[src/rtl/binary_pkg.sv]
// Shared types and constants for the binary frame controller.
// Provides the pixel width, binarized levels, FSM state type and output beat payload.
package binary_pkg;

  localparam int unsigned PIX_W = 8;
  localparam logic [PIX_W-1:0] BIN_HI     = 8'd255;
  localparam logic [PIX_W-1:0] BIN_LO     = 8'd0;
  localparam logic [PIX_W-1:0] THRESH_RST = 8'd128;

  typedef enum logic [1:0] {
    IDLE  = 2'd0,
    RUN   = 2'd1,
    FLUSH = 2'd2,
    DONE  = 2'd3
  } state_t;

  typedef struct packed {
    logic [PIX_W-1:0] pixel;
    logic             sof;
    logic             eol;
  } pix_beat_t;

  // Midpoint of two gray levels, summed at PIX_W+1 bits so the carry is kept.
  function automatic logic [PIX_W-1:0] mid_thresh(input logic [PIX_W-1:0] lo,
                                                  input logic [PIX_W-1:0] hi);
    logic [PIX_W:0] sum;
    sum = {1'b0, lo} + {1'b0, hi};
    return sum[PIX_W:1];
  endfunction

endpackage

[src/rtl/binary_skid.sv]
// Two-entry valid/ready skid buffer for binarized pixel beats.
// Upstream guarantees a push never arrives while both entries are held without a pop.
module binary_skid
  import binary_pkg::*;
(
  input  logic       clk,
  input  logic       rst_n,
  input  logic       in_valid,
  input  pix_beat_t  in_data,
  output logic       out_valid,
  input  logic       out_ready,
  output pix_beat_t  out_data,
  output logic [1:0] count
);

  localparam int unsigned CNT_W = 2;

  logic [CNT_W-1:0] cnt_q, cnt_n;
  logic             vld_q;
  pix_beat_t        e0_q, e0_n, e1_q, e1_n;
  logic             pop;

  // Entry 0 always drives the output; entry 1 catches the beat that arrives during a stall.
  always_comb begin
    pop   = vld_q && out_ready;
    e0_n  = e0_q;
    e1_n  = e1_q;
    cnt_n = cnt_q + CNT_W'(in_valid) - CNT_W'(pop);
    if (pop) begin
      if (cnt_q == 2'd2) begin
        e0_n = e1_q;
        if (in_valid) e1_n = in_data;
      end else if (in_valid) begin
        e0_n = in_data;
      end
    end else if (in_valid) begin
      if (cnt_q == 2'd0) e0_n = in_data;
      else               e1_n = in_data;
    end
  end

  always_ff @(posedge clk or negedge rst_n) begin
    if (!rst_n) begin
      cnt_q <= '0;
      vld_q <= 1'b0;
      e0_q  <= '0;
      e1_q  <= '0;
    end else begin
      cnt_q <= cnt_n;
      vld_q <= (cnt_n != '0);
      e0_q  <= e0_n;
      e1_q  <= e1_n;
    end
  end

  assign out_valid = vld_q;
  assign out_data  = e0_q;
  assign count     = cnt_q;

endmodule

[src/rtl/binary_frame_ctrl.sv]
// Streams a gray frame from memory in raster order and emits thresholded pixels.
// Define BINARY_AUTO_THRESH_EN to derive each frame's threshold from the previous frame's min/max.
module binary_frame_ctrl
  import binary_pkg::*;
#(
  parameter int unsigned IMG_W = 640,
  parameter int unsigned IMG_H = 480
) (
  input  logic                                clk,
  input  logic                                rst_n,
  input  logic                                start,
  input  logic [PIX_W-1:0]                    thresh,
  output logic                                rd_en,
  output logic [$clog2(IMG_W*IMG_H)-1:0]      rd_addr,
  input  logic [PIX_W-1:0]                    rd_data,
  output logic                                out_valid,
  input  logic                                out_ready,
  output logic [PIX_W-1:0]                    out_pixel,
  output logic                                out_sof,
  output logic                                out_eol,
  output logic                                busy,
  output logic                                done
);

  localparam int unsigned NPIX   = IMG_W * IMG_H;
  localparam int unsigned ADDR_W = $clog2(NPIX);
  localparam int unsigned COL_W  = (IMG_W > 1) ? $clog2(IMG_W) : 1;
  localparam logic [ADDR_W-1:0] LAST_ADDR = ADDR_W'(NPIX - 1);
  localparam logic [COL_W-1:0]  LAST_COL  = COL_W'(IMG_W - 1);

  state_t            state_q, state_n;
  logic [ADDR_W-1:0] addr_q, addr_n;
  logic [COL_W-1:0]  col_q, col_n;
  logic [PIX_W-1:0]  thr_q, thr_n, start_thr;
  logic              pend_q, pend_sof_q, pend_eol_q;
  logic              busy_q, done_q;
  logic              credit_ok, pop;
  logic [1:0]        sk_count;
  logic              sk_valid;
  pix_beat_t         sk_in, sk_out;

`ifdef BINARY_AUTO_THRESH_EN
  logic [PIX_W-1:0] min_q, max_q, auto_thr_q;
  logic             have_stats_q;

  assign start_thr = have_stats_q ? auto_thr_q : thresh;

  // Statistics of the frame in flight; only a completed frame publishes its midpoint.
  always_ff @(posedge clk or negedge rst_n) begin
    if (!rst_n) begin
      min_q        <= BIN_HI;
      max_q        <= BIN_LO;
      auto_thr_q   <= THRESH_RST;
      have_stats_q <= 1'b0;
    end else begin
      if (state_q == IDLE && start) begin
        min_q <= BIN_HI;
        max_q <= BIN_LO;
      end else if (pend_q) begin
        if (rd_data < min_q) min_q <= rd_data;
        if (rd_data > max_q) max_q <= rd_data;
      end
      if (state_q == DONE) begin
        auto_thr_q   <= mid_thresh(min_q, max_q);
        have_stats_q <= 1'b1;
      end
    end
  end
`else
  assign start_thr = thresh;
`endif

  assign pop = sk_valid && out_ready;
  // Skid entries plus reads in flight must fit in two slots, crediting a pop this cycle.
  assign credit_ok = ({1'b0, sk_count} + 3'(pend_q)) <= (3'd1 + 3'(pop));

  always_comb begin
    state_n = state_q;
    addr_n  = addr_q;
    col_n   = col_q;
    thr_n   = thr_q;
    rd_en   = 1'b0;
    unique case (state_q)
      IDLE: begin
        if (start) begin
          state_n = RUN;
          addr_n  = '0;
          col_n   = '0;
          thr_n   = start_thr;
        end
      end
      RUN: begin
        if (credit_ok) begin
          rd_en = 1'b1;
          col_n = (col_q == LAST_COL) ? '0 : col_q + COL_W'(1);
          if (addr_q == LAST_ADDR) begin
            state_n = FLUSH;
            addr_n  = '0;
          end else begin
            addr_n = addr_q + ADDR_W'(1);
          end
        end
      end
      FLUSH: begin
        if (pop && sk_count == 2'd1 && !pend_q) state_n = DONE;
      end
      DONE:    state_n = IDLE;
      default: state_n = IDLE;
    endcase
  end

  always_ff @(posedge clk or negedge rst_n) begin
    if (!rst_n) begin
      state_q    <= IDLE;
      addr_q     <= '0;
      col_q      <= '0;
      thr_q      <= THRESH_RST;
      pend_q     <= 1'b0;
      pend_sof_q <= 1'b0;
      pend_eol_q <= 1'b0;
      busy_q     <= 1'b0;
      done_q     <= 1'b0;
    end else begin
      state_q    <= state_n;
      addr_q     <= addr_n;
      col_q      <= col_n;
      thr_q      <= thr_n;
      pend_q     <= rd_en;
      pend_sof_q <= rd_en && (addr_q == '0);
      pend_eol_q <= rd_en && (col_q == LAST_COL);
      busy_q     <= (state_n != IDLE);
      done_q     <= (state_n == DONE);
    end
  end

  always_comb begin
    sk_in       = '0;
    sk_in.pixel = (rd_data >= thr_q) ? BIN_HI : BIN_LO;
    sk_in.sof   = pend_sof_q;
    sk_in.eol   = pend_eol_q;
  end

  binary_skid u_skid (
    .clk       (clk),
    .rst_n     (rst_n),
    .in_valid  (pend_q),
    .in_data   (sk_in),
    .out_valid (sk_valid),
    .out_ready (out_ready),
    .out_data  (sk_out),
    .count     (sk_count)
  );

  assign rd_addr   = addr_q;
  assign out_valid = sk_valid;
  assign out_pixel = sk_out.pixel;
  assign out_sof   = sk_out.sof;
  assign out_eol   = sk_out.eol;
  assign busy      = busy_q;
  assign done      = done_q;

endmodule

[config.mk]
export PLATFORM = sky130hd
export DESIGN_NAME = binary_frame_ctrl
export DESIGN_NICKNAME = d
export VERILOG_FILES = /design/src/rtl/binary_pkg.sv /design/src/rtl/binary_skid.sv /design/src/rtl/binary_frame_ctrl.sv
export SDC_FILE = /design/constraint.sdc
export NUM_CORES = 1
export LEC_CHECK = 0
export ABC_AREA = 1
export CORE_MARGIN = 3
export CORE_UTILIZATION = 54
export CTS_CLUSTER_DIAMETER = 80
export DETAILED_ROUTE_END_ITERATION = 6
export PLACE_DENSITY = 0.8
export SETUP_SLACK_MARGIN = 0.1
export SLEW_MARGIN = 20
export SYNTH_ARGS = -nofsm -noshare
export SYNTH_HDL_FRONTEND = slang
export SYNTH_SLANG_ARGS = --single-unit
[constraint.sdc]
create_clock -name clk -period 2.6 [get_ports clk]
set_clock_uncertainty 0.15 [all_clocks]
set_input_delay 0.52 -clock clk [delete_from_list [all_inputs] [get_ports clk]]
set_output_delay 0.52 -clock clk [all_outputs]
set_load 0.005 [all_outputs]
==> flow_summary.toml <==
[run_status]
run_status = "finished with violations"
failing_checks = "negative setup slack"

[clocking]
cts_num_sinks = 53
cts.root.buffer_cell = "sky130_fd_sc_hd__clkbuf_8"
clkSlewWorstSetupHoldPaths_ps = 100
cts_tree = "done"
h_tree_depth_reported_by_cts = 2
clk_path_buf_depth = 2
cts.hold.buffers_added = 0
clock_insertion_delay_at_the_later_pin_of_the_skew_report_ps = 310
cts_inserted_buffers = 5

[floorplan]
fp.dieW_um = 84.3
core_area_um2 = 5710
start_util = 0.580
floorplan.rows = 27
die_h_um = 84.3
die_area_um2 = 7110
ios = 53

[grt]
grt_first_pass_wirelength_um = 13400
grt_antenna_before_repair = 0
global_route_overflow = 0
first_global_vias = 2935
grt_usage = 0.230
grt_max_degree = 54

[layout]
area_growth_pct = 25.7
final_core_utilization = 0.729
final_net_count = 530
layout.cells.non_filler = 566
postLayoutCellArea_um2 = 4160
layout.cells.most_common = "sky130_fd_sc_hd__nand2_1"
drive_above_1_share = 0.154
top_library_cells_by_usage_in_the_layout_fill_and_taps_aside = "85 x sky130_fd_sc_hd__nand2_1, 57 x sky130_fd_sc_hd__inv_1, 52 x sky130_fd_sc_hd__dfrtp_1"
antenna-diode-count = 0

[detailed_routing]
detail_route.iter0.violations = 221
routed_via_density = 5.31
drt-total-wl_um = 7840
postRouteAntennaNets = 0
wire_per_inst_um = 13.9
route.vias.total = 3005
drt_first_pass_iters = 4
drt_drc = 0

[yosys]
synthCells = 428
syn_area_per_cell_um2 = 7.74
syn-cell-area_um2 = 3310
library_cells_used_by_synthesis = 39
register_bit_count_reported_by_yosys = 53
synth_sequential_area_ratio = 0.401
synthesis.nets = 465
synth_warnings = 0

[setup_path]
critical_path.max_stage_delay_ps = 470
timing.critical_path.arrival_ps = 1930
cell_chain_of_the_critical_path = "ha_2 -> inv_2 -> fa_1 -> nor2_2 -> nand2_1 -> nand2_1 -> nand2_2 -> nand2_2 -> inv_2 -> buf_2"
setup.worst_path.class = "reg -> out"
timing.critical_path.fanout_max = 2
worst-r2r-setup-slack_ps = 180
critPathRequiredTime_ps = 1930
setup.worst_path.end_class = "primary output"
slowest_stage = "sky130_fd_sc_hd__fa_1"
crit_path_start_kind = "flop"

[sta]
report.final.slew_viol_count = 0
finalCriticalPeriod_ps = 2600
rsz_0062_raised_after_global_routing = "yes"
timing.fmax_mhz = 384
report.final.setup_viol = 1
fin_tns_setup_ps = -2.61
period_share = 1.00
worst_slew_margin_rel = 0.688
tightest_slew_ps = 468
postLayoutSetupSlackWorst_ps = -2.61
hold_violations = 0

[placement]
placed_cell_area_um2 = 3940
placement.io_buffers = 52
gp_routability_congestion = 0.882
place.detailed.hpwl_um = 5700
placed_cell_count = 550

[job]
drv.max_cap_violation_count = 0

[power_and_ir_drop]
ir_drop_v = 0.000620
power.leakage_nw = 2.00
finalPower_mw = 3.94
power-per-cell-area_nw_per_um2 = 948

[worst_hold_path]
worstHoldPathType = "in -> async"
## timing repair
| item | in CTS | in global routing |
|---|---|---|
| gates cloned | 0 | 1 |
| pin swaps | 6 | 0 |
| gates resized for setup | 11 | 6 |
| endpoints found under the setup margin | 30 | 15 |
| buffers inserted | 6 | 1 |
## critical path, delay by kind of cell (launching register included)
family	cells	cell delay, ps
flip-flops	1	390
adder cells (fa/ha/maj)	2	670
buffers and inverters	3	190
AND/OR/NAND/NOR	5	380
## path summary, 6_finish.rpt
| kind | start | to | cells past startpoint |
|---|---|---|---|
| worst max-delay path | pend_q | rd_en | 10 |
| worst max register to register | pend_q | rd_addr[18] | 15 |
| min in group clk | u_skid.out_data[1] | u_skid.out_data[1] | 2 |
| worst min register to register | u_skid.out_data[1] | u_skid.out_data[1] | 2 |
| max in group asynchronous | rst_n | thr_q[7] | 2 |
| worst min-delay path | rst_n | col_q[3] | 2 |
## final cells by class
type	instances	area, um2
Clock buffer	7	86.3
Clock inverter	1	30.0
Fill cell	446	1550
Inverter	66	254
Multi-Input combinational cell	293	1650
Sequential cell	53	1330
Tap cell	72	90.1
Timing Repair Buffer	74	721
## kinds of logic after synthesis
kind of cell    after synthesis  synth area share
compound gates               49            0.0839
buf+inv                      82             0.108
fa+ha+maj                    17            0.0665
xor+xnor                      8            0.0212
flops                        53             0.401
mux                           1           0.00340
simple gates                218             0.316
## registers in the layout (all words and copies together) (netlist names)
| register | flops |
|---|---|
| pend_sof_q | 1 |
| busy | 1 |
| u_skid.count | 2 |
| pend_eol_q | 1 |
| done | 1 |
| thr_q | 8 |
| rd_addr | 19 |
| pend_q | 1 |
| col_q | 10 |
| u_skid.e1_q | 3 |
| u_skid.out_data | 3 |
| state_q | 2 |
| u_skid.out_valid | 1 |
## power breakdown
part | internal, mW | switching (mW)
logic | 0.995 | 1.20
registers | 1.02 | 0.144
clock network | 0.314 | 0.270
total | 2.33 | 1.62
## through the flow
step,worst slack [ps],hold WS [ps]
finish,-2.61,29.0
global route,-96.5,42.7
CTS,-9.01,42.9
detailed placement,-586,320
global placement,-492,311
floorplan,340,74.4
## per-layer routing
| layer | vias up | part of all wire | GRT usage |
|---|---|---|---|
| met5 | - | 0 | 0 |
| met4 | 0 | 0.014 | 0.0673 |
| met3 | 10 | 0.046 | 0.0383 |
| met2 | 104 | 0.51 | 0.397 |
| met1 | 1390 | 0.43 | 0.297 |
| li1 | 1501 | - | - |
## synth_stat cells, drive strengths merged
cell type / count / share of area
clkbuf: 1 / 0.0011
o22ai: 1 / 0.0019
inv: 66 / 0.076
o31ai: 1 / 0.0023
xor2: 7 / 0.019
ha: 16 / 0.060
o21ai: 19 / 0.033
o211ai: 1 / 0.0023
dfstp: 1 / 0.0079
o21bai: 2 / 0.0045
xnor2: 1 / 0.0026
a21boi: 1 / 0.0023
nor3: 11 / 0.020
nand2: 98 / 0.12
nand3: 25 / 0.042
nand4: 21 / 0.040
o21a: 1 / 0.0023
a21oi: 22 / 0.033
nand3b: 2 / 0.0045
nor4: 1 / 0.0019
nor2: 59 / 0.080
fa: 1 / 0.0060
mux2: 1 / 0.0034
dfrtp: 52 / 0.39
a31oi: 1 / 0.0019
buf: 15 / 0.032
or2: 1 / 0.0019
(Power assumes the default switching activity.)
